<file path="src/rtl/serial_eq_accumulator.sv">
//-----------------------------------------------------------------------------
// serial_eq_accumulator
//
// Bit-serial word comparator. It consumes one (bit_a, bit_b) pair per accepted
// beat, MSB first. After WIDTH beats it produces:
//   - a word-level equality flag
//   - a mismatch (Hamming) count
// and it pulses done for one cycle.
//
// Optional feature macro: SERIAL_CMP_MAG_EN
//   When defined, the block adds gt/lt magnitude outputs. The first unequal
//   bit pair (MSB first) decides the magnitude relation.
//
// Ports
//   clk        in   1    rising-edge clock
//   rst_n      in   1    asynchronous active-low reset
//   start      in   1    begin a word compare (honoured in IDLE or DONE)
//   abort      in   1    synchronous cancel of the word in progress
//   bit_valid  in   1    bit_a/bit_b carry a beat this cycle (SHIFT only)
//   bit_a      in   1    operand A bit, MSB first
//   bit_b      in   1    operand B bit, MSB first
//   busy       out  1    high while a word is being shifted in
//   done       out  1    one-cycle pulse; results update on the same edge
//   eq         out  1    1 when every bit pair of the last word matched
//   diff_cnt   out  CW   number of unequal bit pairs in the last word
//   gt         out  1    (SERIAL_CMP_MAG_EN) last word had A > B
//   lt         out  1    (SERIAL_CMP_MAG_EN) last word had A < B
//-----------------------------------------------------------------------------
module serial_eq_accumulator #(
    parameter  int WIDTH = 8,
    localparam int CW    = $clog2(WIDTH + 1)
) (
    input  logic          clk,
    input  logic          rst_n,
    input  logic          start,
    input  logic          abort,
    input  logic          bit_valid,
    input  logic          bit_a,
    input  logic          bit_b,
    output logic          busy,
    output logic          done,
    output logic          eq,
`ifdef SERIAL_CMP_MAG_EN
    output logic [CW-1:0] diff_cnt,
    output logic          gt,
    output logic          lt
`else
    output logic [CW-1:0] diff_cnt
`endif
);

    typedef enum logic [1:0] {
        S_IDLE  = 2'd0,
        S_SHIFT = 2'd1,
        S_DONE  = 2'd2
    } state_t;

    state_t        r_state;
    state_t        w_state_next;

    // Per-word accumulators. They carry no reset: every entry to SHIFT
    // clears them, and results are only loaded from a word that was started.
    logic          r_acc_eq;
    logic [CW-1:0] r_acc_diff;
    logic [CW-1:0] r_beat_cnt;

    // Result registers, visible on the outputs.
    logic          r_eq;
    logic [CW-1:0] r_diff_cnt;

    logic          w_start_shift;
    logic          w_beat;
    logic          w_last_beat;
    logic          w_bit_ne;
    logic          w_acc_eq_next;
    logic [CW-1:0] w_acc_diff_next;

    // abort has no effect in IDLE, but in DONE it suppresses a back-to-back start.
    assign w_start_shift = ((r_state == S_IDLE) && start) ||
                           ((r_state == S_DONE) && start && !abort);
    assign w_beat        = (r_state == S_SHIFT) && bit_valid && !abort;
    assign w_last_beat   = w_beat && (r_beat_cnt == CW'(WIDTH - 1));

    assign w_bit_ne        = bit_a ^ bit_b;
    assign w_acc_eq_next   = r_acc_eq & ~w_bit_ne;
    assign w_acc_diff_next = r_acc_diff + {{(CW-1){1'b0}}, w_bit_ne};

    //--------------------------------------------------------------------
    // FSM: state register
    //--------------------------------------------------------------------
    always_ff @(posedge clk or negedge rst_n) begin
        if (!rst_n) begin
            r_state <= S_IDLE;
        end else begin
            r_state <= w_state_next;
        end
    end

    //--------------------------------------------------------------------
    // FSM: next-state logic
    //--------------------------------------------------------------------
    always_comb begin
        w_state_next = r_state;
        case (r_state)
            S_IDLE: begin
                if (start) begin
                    w_state_next = S_SHIFT;
                end
            end
            S_SHIFT: begin
                if (abort) begin
                    w_state_next = S_IDLE;
                end else if (w_last_beat) begin
                    w_state_next = S_DONE;
                end
            end
            S_DONE: begin
                if (start && !abort) begin
                    w_state_next = S_SHIFT;
                end else begin
                    w_state_next = S_IDLE;
                end
            end
            default: begin
                w_state_next = S_IDLE;
            end
        endcase
    end

    //--------------------------------------------------------------------
    // FSM: outputs, decoded from the registered state
    //--------------------------------------------------------------------
    always_comb begin
        busy = 1'b0;
        done = 1'b0;
        case (r_state)
            S_SHIFT: busy = 1'b1;
            S_DONE:  done = 1'b1;
            default: begin
                busy = 1'b0;
                done = 1'b0;
            end
        endcase
    end

    //--------------------------------------------------------------------
    // Word accumulators and beat counter
    //--------------------------------------------------------------------
    always_ff @(posedge clk) begin
        if (w_start_shift) begin
            r_acc_eq   <= 1'b1;
            r_acc_diff <= '0;
            r_beat_cnt <= '0;
        end else if (w_beat) begin
            r_acc_eq   <= w_acc_eq_next;
            r_acc_diff <= w_acc_diff_next;
            r_beat_cnt <= r_beat_cnt + 1'b1;
        end
    end

    //--------------------------------------------------------------------
    // Result registers: loaded only on the edge that accepts the last beat,
    // so they stay stable during SHIFT and across aborted words.
    //--------------------------------------------------------------------
    always_ff @(posedge clk or negedge rst_n) begin
        if (!rst_n) begin
            r_eq       <= 1'b0;
            r_diff_cnt <= '0;
        end else if (w_last_beat) begin
            r_eq       <= w_acc_eq_next;
            r_diff_cnt <= w_acc_diff_next;
        end
    end

    assign eq       = r_eq;
    assign diff_cnt = r_diff_cnt;

`ifdef SERIAL_CMP_MAG_EN
    logic r_decided;
    logic r_acc_gt;
    logic r_acc_lt;
    logic r_gt;
    logic r_lt;
    logic w_first_ne;
    logic w_acc_gt_next;
    logic w_acc_lt_next;

    // Only the most significant unequal pair decides the magnitude relation.
    assign w_first_ne    = w_bit_ne & ~r_decided;
    assign w_acc_gt_next = w_first_ne ? (bit_a & ~bit_b) : r_acc_gt;
    assign w_acc_lt_next = w_first_ne ? (~bit_a & bit_b) : r_acc_lt;

    always_ff @(posedge clk) begin
        if (w_start_shift) begin
            r_decided <= 1'b0;
            r_acc_gt  <= 1'b0;
            r_acc_lt  <= 1'b0;
        end else if (w_beat) begin
            r_decided <= r_decided | w_bit_ne;
            r_acc_gt  <= w_acc_gt_next;
            r_acc_lt  <= w_acc_lt_next;
        end
    end

    always_ff @(posedge clk or negedge rst_n) begin
        if (!rst_n) begin
            r_gt <= 1'b0;
            r_lt <= 1'b0;
        end else if (w_last_beat) begin
            r_gt <= w_acc_gt_next;
            r_lt <= w_acc_lt_next;
        end
    end

    assign gt = r_gt;
    assign lt = r_lt;
`endif

endmodule

</file>
<file path="config.mk">
export PLATFORM = sky130hd
export DESIGN_NAME = serial_eq_accumulator
export DESIGN_NICKNAME = d
export VERILOG_FILES = /design/src/rtl/serial_eq_accumulator.sv
export SDC_FILE = /design/constraint.sdc
export NUM_CORES = 1
export LEC_CHECK = 0
export CORE_ASPECT_RATIO = 1.25
export CORE_MARGIN = 10
export CORE_UTILIZATION = 30
export DETAILED_ROUTE_END_ITERATION = 8
export PLACE_DENSITY = 0.62
export SLEW_MARGIN = 20
export SYNTH_ARGS = -nofsm -noshare
export SYNTH_HDL_FRONTEND = slang
export SYNTH_SLANG_ARGS = --single-unit
</file>
<file path="constraint.sdc">
create_clock -name clk -period 1.3 [get_ports clk]
set_input_delay 0.13 -clock clk [delete_from_list [all_inputs] [get_ports clk]]
set_output_delay 0.13 -clock clk [all_outputs]
set_load 0.05 [all_outputs]
</file>
### After elaboration in Yosys (flattened, before gate mapping)

Index checks and enable logic that the tools add are counted.
W data, S select, Z words.

* register bits: 16
* bits of input ports: 7
* logic and storage cells: 34

* $add $sub $neg: 2
* equal/unequal tests: 5
* muxes and demuxes: 7
* bitwise operators: 3
* reduce and logical (&&, ||, !) cells: 11

Operators by type and width (number)
* $logic_and A1 B1 Y1: 7
* $mux W2: 3
* $pmux W2 S3: 1
* $add A4 B1 Y4: 1
* $add A4 B1 Y4 const B: 1
* $eq A4 B3 Y1 const B: 1
* $mux W1: 3
* $ne A3 B3 Y1 const B: 1
* $eq A2 B1 Y1 const B: 1
* $eq A2 B2 Y1 const B: 1
* $logic_not A2 Y1: 1
* $ne A2 B2 Y1 const B: 1
* $reduce_and A2 Y1: 1
* $and A1 B1 Y1: 1
* $logic_not A1 Y1: 1
* $logic_or A1 B1 Y1: 1
* $not A1 Y1: 1
* $xor A1 B1 Y1: 1

### Depth between registers and ports, before layout

Gate-level depths: netlist of run 1.

* depth after elaboration: 7
* mapped depth: 7
* depth with buffers taken out: 7

### Worst setup path after synthesis of run 1

Ideal clock, no wire load.

* kind: flip-flop to flip-flop
* start: reg r_state[1]
* end: reg r_state[0]
* setup time: 0.067 ns
* data arrival time: 1.400 ns
* data required time: 1.233 ns
* setup slack: -0.167 ns
* stages on the path, launching flop included: 3
* buffers on the path: 0
* cells stage by stage: dfrtp_1 > nor2b_1 > a31o_2

* word-level cells in the longest chain between the ends: 6
* elaborated cells between the ends (all ways): 10

RTL lines
* start: declaration: line 58 `state_t r_state;`
* start signal: assignment: line 95 `r_state <= w_state_next;`
* $eq A2 B1 Y1: line 81, 104
* $logic_and A1 B1 Y1 (2 in series): line 81 `assign w_beat = (r_state == S_SHIFT) && bit_valid && !abort;`
* $logic_and A1 B1 Y1: line 82 `assign w_last_beat = w_beat && (r_beat_cnt == CW'(WIDTH - 1));`
* $ne A3 B3 Y1 (no source line)
* $reduce_and A2 Y1 (no source line)

Parallel ways exist; a longest one is shown, timed or not.
A chain may end at the register's enable or synchronous reset.

### Worst setup path after layout of run 1

* start: reg r_state[1]
* end: reg r_diff_cnt[1], in the netlist diff_cnt[1]

* word-level cells in the longest chain between the ends: 4

RTL lines
* $eq A2 B1 Y1: line 81
* $logic_and A1 B1 Y1 (2 in series): line 81
* $logic_and A1 B1 Y1: line 82
* end signal: assignment: line 171 `r_diff_cnt <= w_acc_diff_next;`
* end: declaration: line 69 `logic [CW-1:0] r_diff_cnt;`

No other way between the ends.

==> results.sh, run 1 <==
export IMPL_ys_warn_count=0
export IMPL_r2r_start="r_state[1]"
export IMPL_routed_via_density=4.43
export IMPL_r2r_end="diff_cnt[1]"
export IMPL_grtUsageTotal=0.0750
export IMPL_synth_top_family_by_area="simple AND/OR/NAND/NOR gates"
export IMPL_cts_tree="yes"
export IMPL_start_util=0.311
export IMPL_hold_viol=0
export IMPL_pin_count=14
export IMPL_dr_total_vias=603
export IMPL_routedWlPerCell_um=12.4
export IMPL_final_cell_area_mm2=0.00122
export IMPL_mappedNetlistNets=82
export IMPL_drive_gt1_frac=0.408
export IMPL_portBuffers=13
export IMPL_drt_wl_total_mm=1.68
export IMPL_drv_slew=0
export IMPL_yosysSeqAreaShare=0.470
export IMPL_synth_top_area_cell="dfxtp_1"
export IMPL_period_share=1.05
export IMPL_numCtsBuffers=3
export IMPL_status="finished, violations left"
export IMPL_cp_startpoint="r_state[1]"
export IMPL_p_leak_nw=0.546
export IMPL_grt_pass1_vias=685
export IMPL_reg2regPathDepth=3
export IMPL_synth_top_cell_area_share=0.238
export IMPL_synth_area_leaders="dfxtp_1 (24%), dfrtp_1 (23%), mux2_4 (7.9%)"
export IMPL_start_kind="flop"
export IMPL_clkLatencyLatePin_ps=290
export IMPL_syn_inst=72
export IMPL_clockBufferDepth=2
export IMPL_fin_crit_ps=1360
export IMPL_synth_area_per_cell_um2=10.5
export IMPL_cts_root_buf="clkbuf_4"
export IMPL_violations="negative setup slack"
export IMPL_crit_path_max_fanout=5
export IMPL_finalSetupViolCount=6
export IMPL_synthArstFlopShare=0.438
export IMPL_cap_violations=0
export IMPL_synth_edf_count=0
export IMPL_drt_first_pass_iters=2
export IMPL_cp_data_arrival_time_ps=1550
export IMPL_setup_slack_ps=-62.0
export IMPL_relSlewSlack=0.794
export IMPL_dp_hpwl_mm=1.30
export IMPL_rows=20
export IMPL_grt_max_degree=10
export IMPL_peakVddDrop_uv=602
export IMPL_placed_cell_area_mm2=0.00108
export IMPL_power_density_mw_per_mm2=897
export IMPL_fp_dieW_um=64.9
export IMPL_overflow=0
export IMPL_final_net_count=114
export IMPL_gp_congestion=0.763
export IMPL_crit_type="flop to flop"
export IMPL_hold_path_class="input port to async pin"
export IMPL_required_ps=1490
export IMPL_area_delta_synth_final_pct=61.9
export IMPL_yosysMostFrequentCell="dfxtp_1"
export IMPL_skew_ps=5.96
export IMPL_yosysUniqueCellTypes=28
export IMPL_dpl_worst_slack_ps=-450
export IMPL_synth_compound_area_frac=0.111
export IMPL_core_mm2=0.00243
export IMPL_muxShareOfSynthArea=0.0927
export IMPL_num_antenna_cells=0
export IMPL_die_area_mm2=0.00494
export IMPL_dpl_cell_count=129
export IMPL_ys_seq_elements=16
export IMPL_fin_cells=136
export IMPL_grt_antenna_before_repair=0
export IMPL_grt_pass1_wl_mm=2.97
export IMPL_worstSetupEndpointType="flop"
export IMPL_fmax_ghz=0.734
export IMPL_fill_cells=248
export IMPL_p_total_mw=1.10
export IMPL_holdBufCountCts=0
export IMPL_drtIter0Drc=6
export IMPL_synthFlopType="dfxtp_1"
export IMPL_max_slew_worst_pin_slew_ps=308
export IMPL_holdWs_ps=77.3
export IMPL_synthSimpleGateAreaFrac=0.204
export IMPL_ant_nets=0
export IMPL_synth_xor_area_share=0.0464
export IMPL_route_detailed_drc=0
export IMPL_synth_common_cells="dfxtp_1 (9), nand2_1 (8), dfrtp_1 (7), a21oi_1 (6), o21ai_0 (6)"
export IMPL_syn_area_um2=756
export IMPL_die_height_um=76.1
export IMPL_cts_max_level=1
export IMPL_cts_sinks=16
export IMPL_synth_fa_ha_area_frac=0.0497
export IMPL_grt_setup_unrepaired="yes"
export IMPL_path_clk_slew_ps=100
export IMPL_reg2reg_slack_ps=-60
-- state kept, by name, indices dropped and copies added (netlist names) --
name	cells
r_acc_diff	4
r_beat_cnt	4
r_acc_eq	1
r_state	2
eq	1
diff_cnt	4
-- layer usage --
layer  track usage  vias to the layer above  routed length (um)
met5             0                        -                   0
met4        0.0451                        0                  35
met3        0.0221                        4                  65
met2         0.128                       10                 877
met1        0.0772                      275                 702
li1              -                      314                   -
-- area by class of cell --
class,count,area [um^2],share of cell area
Clock buffer,4,26.3,0.0215
Inverter,4,15.0,0.0123
Multi-Input combinational cell,51,460,0.376
Sequential cell,16,357,0.291
Tap cell,33,41.3,0.0337
Timing Repair Buffer,28,324,0.265
-- through the flow --
stage | TNS [ps] | utilization
floorplan | -414 | -
global placement | -3700 | 0.447
detailed placement | -4230 | 0.447
CTS | -308 | 0.486
global route | -842 | 0.504
finish | -262 | 0.504
-- critical path, cell delays in order, from the launching register on --
cell and delay [ps]:
dfrtp_1 390, or3b_4 410, nor2_8 150, mux2_4 310
-- cell families after synthesis --
group,Yosys count
AND/OR/NAND/NOR,24
buffers and inverters,5
flip-flops,16
AO/OA/AOI/OAI,15
XOR/XNOR,4
adder cells (fa/ha/maj),3
multiplexers,5
-- placed cells by master (no fill, tap or decap), drive strengths merged, types with 2 or more instances in the layout --
cell and n:
nand3 2, clkdlybuf4s50 3, xnor2 3, buf 22, ha 3, dlygate4sd2 2
dfxtp 9, mux2 4, o21ai 6, a21oi 6, nor2 3, or3 2
clkbuf 4, dfrtp 7, inv 4, nand2 8
-- what timing repair did --
action	in CTS	in global routing
setup endpoints to repair	12	17
resized for setup	11	10
buffers inserted	2	1
pin swaps	6	0
-- worst max-delay path by stage --
stage,endpoint,slack [ps],cells after the start
final,diff_cnt[1],-60,3
after CTS,diff_cnt[1],-70,3
after global placement,diff_cnt[2],-400,7
after global routing,diff_cnt[1],-100,3
after floorplan,diff_cnt[0],-100,3
after detailed placement,diff_cnt[2],-450,7
-- report_power, final --
part,internal (mW),switching (mW),total [mW]
sequential,0.521,0.0166,0.538
combinational,0.156,0.117,0.273
clock,0.119,0.168,0.287
total,0.796,0.301,1.10
No activity file was read; power rests on OpenSTA's default activity.
==> run 2: changes to the inputs <==
--- a/config.mk
+++ b/config.mk
@@ -5,8 +5,9 @@
 export SDC_FILE = /design/constraint.sdc
 export NUM_CORES = 1
 export LEC_CHECK = 0
+export CAP_MARGIN = 20
 export CORE_ASPECT_RATIO = 1.25
-export CORE_MARGIN = 10
+export CORE_MARGIN = 5
 export CORE_UTILIZATION = 30
 export DETAILED_ROUTE_END_ITERATION = 8
 export PLACE_DENSITY = 0.62
==> run 2 against run 1 <==
- clock-buffer cell count unchanged
- worst hold slack worse by 14 ps
- maximum frequency fell by 0.54%
- final area is 4.0% higher
- critical path type unchanged
- wire length rose by 5.2%
- utilization up 2.0 points
- the run still ends with negative setup slack left
==> results.sh, run 2 (same netlist as run 1, synthesis figures left out) <==
export IMPL_fmax_ghz=0.730
export IMPL_dp_hpwl_mm=1.27
export IMPL_clockBufferDepth=2
export IMPL_max_slew_worst_pin_slew_ps=299
export IMPL_peakVddDrop_uv=588
export IMPL_use_met3=0.0203
export IMPL_cts_sinks=16
export IMPL_use_met1=0.110
export IMPL_cp_data_arrival_time_ps=1570
export IMPL_cap_violations=0
export IMPL_crit_path_max_fanout=5
export IMPL_area_delta_synth_final_pct=68.4
export IMPL_core_mm2=0.00243
export IMPL_grt_setup_unrepaired="yes"
export IMPL_top_usage_layer="met2"
export IMPL_die_area_mm2=0.00363
export IMPL_required_ps=1500
export IMPL_path_clk_slew_ps=100
export IMPL_hold_path_class="input port to async pin"
export IMPL_worstSetupEndpointType="flop"
export IMPL_drt_first_pass_iters=3
export IMPL_cts_tree="yes"
export IMPL_finalSetupViolCount=6
export IMPL_cts_max_level=1
export IMPL_overflow=0
export IMPL_final_common_cell="buf_4"
export IMPL_holdWs_ps=63.2
export IMPL_p_total_mw=1.18
export IMPL_power_density_mw_per_mm2=929
export IMPL_fin_crit_ps=1370
export IMPL_num_antenna_cells=0
export IMPL_drive_gt1_frac=0.514
export IMPL_fp_dieW_um=54.9
export IMPL_die_height_um=66.1
export IMPL_most_common_layout_cells="buf_4 (15), buf_12 (8), dfrtp_1 (7), nand2_1 (6), dfxtp_1 (6)"
export IMPL_gp_congestion=0.730
export IMPL_crit_type="flop to flop"
export IMPL_routedWlPerCell_um=12.8
export IMPL_grt_pass1_wl_mm=2.64
export IMPL_dpl_worst_slack_ps=-475
export IMPL_worst_path_buf_inv=0
export IMPL_route_detailed_drc=0
export IMPL_final_net_count=116
export IMPL_relSlewSlack=0.800
export IMPL_violations="negative setup slack"
export IMPL_post_route_util=0.524
export IMPL_use_met2=0.178
export IMPL_grt_max_degree=10
export IMPL_clkLatencyLatePin_ps=300
export IMPL_grt_antenna_before_repair=0
export IMPL_status="finished, violations left"
export IMPL_portBuffers=13
export IMPL_dr_total_vias=643
export IMPL_rows=20
export IMPL_crit_chain="or3b_4 -> nor2_8 -> mux2_4"
export IMPL_start_util=0.311
export IMPL_drt_wl_total_mm=1.77
export IMPL_slowest_delay_ps=410
export IMPL_routed_via_density=4.66
export IMPL_period_share=1.05
export IMPL_pin_count=14
export IMPL_setup_slack_ps=-69.4
export IMPL_hold_viol=0
export IMPL_cts_root_buf="clkbuf_4"
export IMPL_drtIter0Drc=9
export IMPL_p_leak_nw=0.561
export IMPL_cpLargestDelayFamily="simple AND/OR/NAND/NOR gates"
export IMPL_ant_nets=0
export IMPL_grtUsageTotal=0.106
export IMPL_grt_pass1_vias=631
export IMPL_skew_ps=2.80
export IMPL_cpMaxStageDelayCell="or3b_4"
export IMPL_drv_slew=0
export IMPL_numCtsBuffers=3
export IMPL_start_kind="flop"
run 2: cell count changes in the layout (fill, tap and decap cells not counted), sizes merged:
| cell | delta |
|---|---|
| clkdlybuf4s50 | +1 |
| buf | +2 |
| dlymetal6s2s | -1 |
run 2: per-stage QoR:
stage / std cells / area (um^2) / setup TNS (ps)
detailed placement: 131 / 1110 / -4280
global placement: 131 / 1110 / -3680
global route: 138 / 1270 / -857
finish: 138 / 1270 / -300
CTS: 135 / 1180 / -332
floorplan: 72 / 758 / -414
run 2: path summary, 6_finish.rpt:
path,from,slack (ps),endpoint,depth (start not counted)
min reg2reg,r_acc_eq,470,eq,2
max,r_state[1],-70,diff_cnt[1],3
max reg2reg,r_state[1],-70,diff_cnt[1],3
min in group clk,bit_a,430,eq,5
max in group asynchronous,rst_n,1010,diff_cnt[3],1
min,rst_n,60,r_state[1],1
run 2: cell type report:
| class | count | area [um^2] |
|---|---|---|
| well taps | 33 | 41.3 |
| multi-input cells | 51 | 479 |
| repair buffers | 30 | 342 |
| flip-flops and latches | 16 | 359 |
| inverters | 4 | 15.0 |
| fillers | 240 | 1150 |
| clock buffers | 4 | 36.3 |
run 2: repair_timing:
item	CTS	global route
gates resized for setup	9	19
setup buffers	0	3
pin swaps	2	2
hold buffers	0	0
endpoints found under the setup margin	9	17
run 2: per-layer routing:
layer,vias up,wire (um)
met3,6,54
li1,314,-
met2,11,938
met1,312,715
met5,-,0
met4,0,60
run 2: power by group:
group | switching (mW) | leakage [nW] | internal, mW
clock network | 0.176 | 0.0210 | 0.171
logic | 0.127 | 0.370 | 0.163
registers | 0.0214 | 0.170 | 0.523
==> run 3: changes to the inputs <==
--- a/config.mk
+++ b/config.mk
@@ -9,6 +9,7 @@
 export CORE_ASPECT_RATIO = 1.25
 export CORE_MARGIN = 5
 export CORE_UTILIZATION = 30
+export CTS_BUF_LIST = sky130_fd_sc_hd__clkbuf_2 sky130_fd_sc_hd__clkbuf_4 sky130_fd_sc_hd__clkbuf_8
 export DETAILED_ROUTE_END_ITERATION = 8
 export PLACE_DENSITY = 0.62
 export SLEW_MARGIN = 20
==> results of run 3 <==
No change in the layout: final DEF, timing and power equal those of run 2.
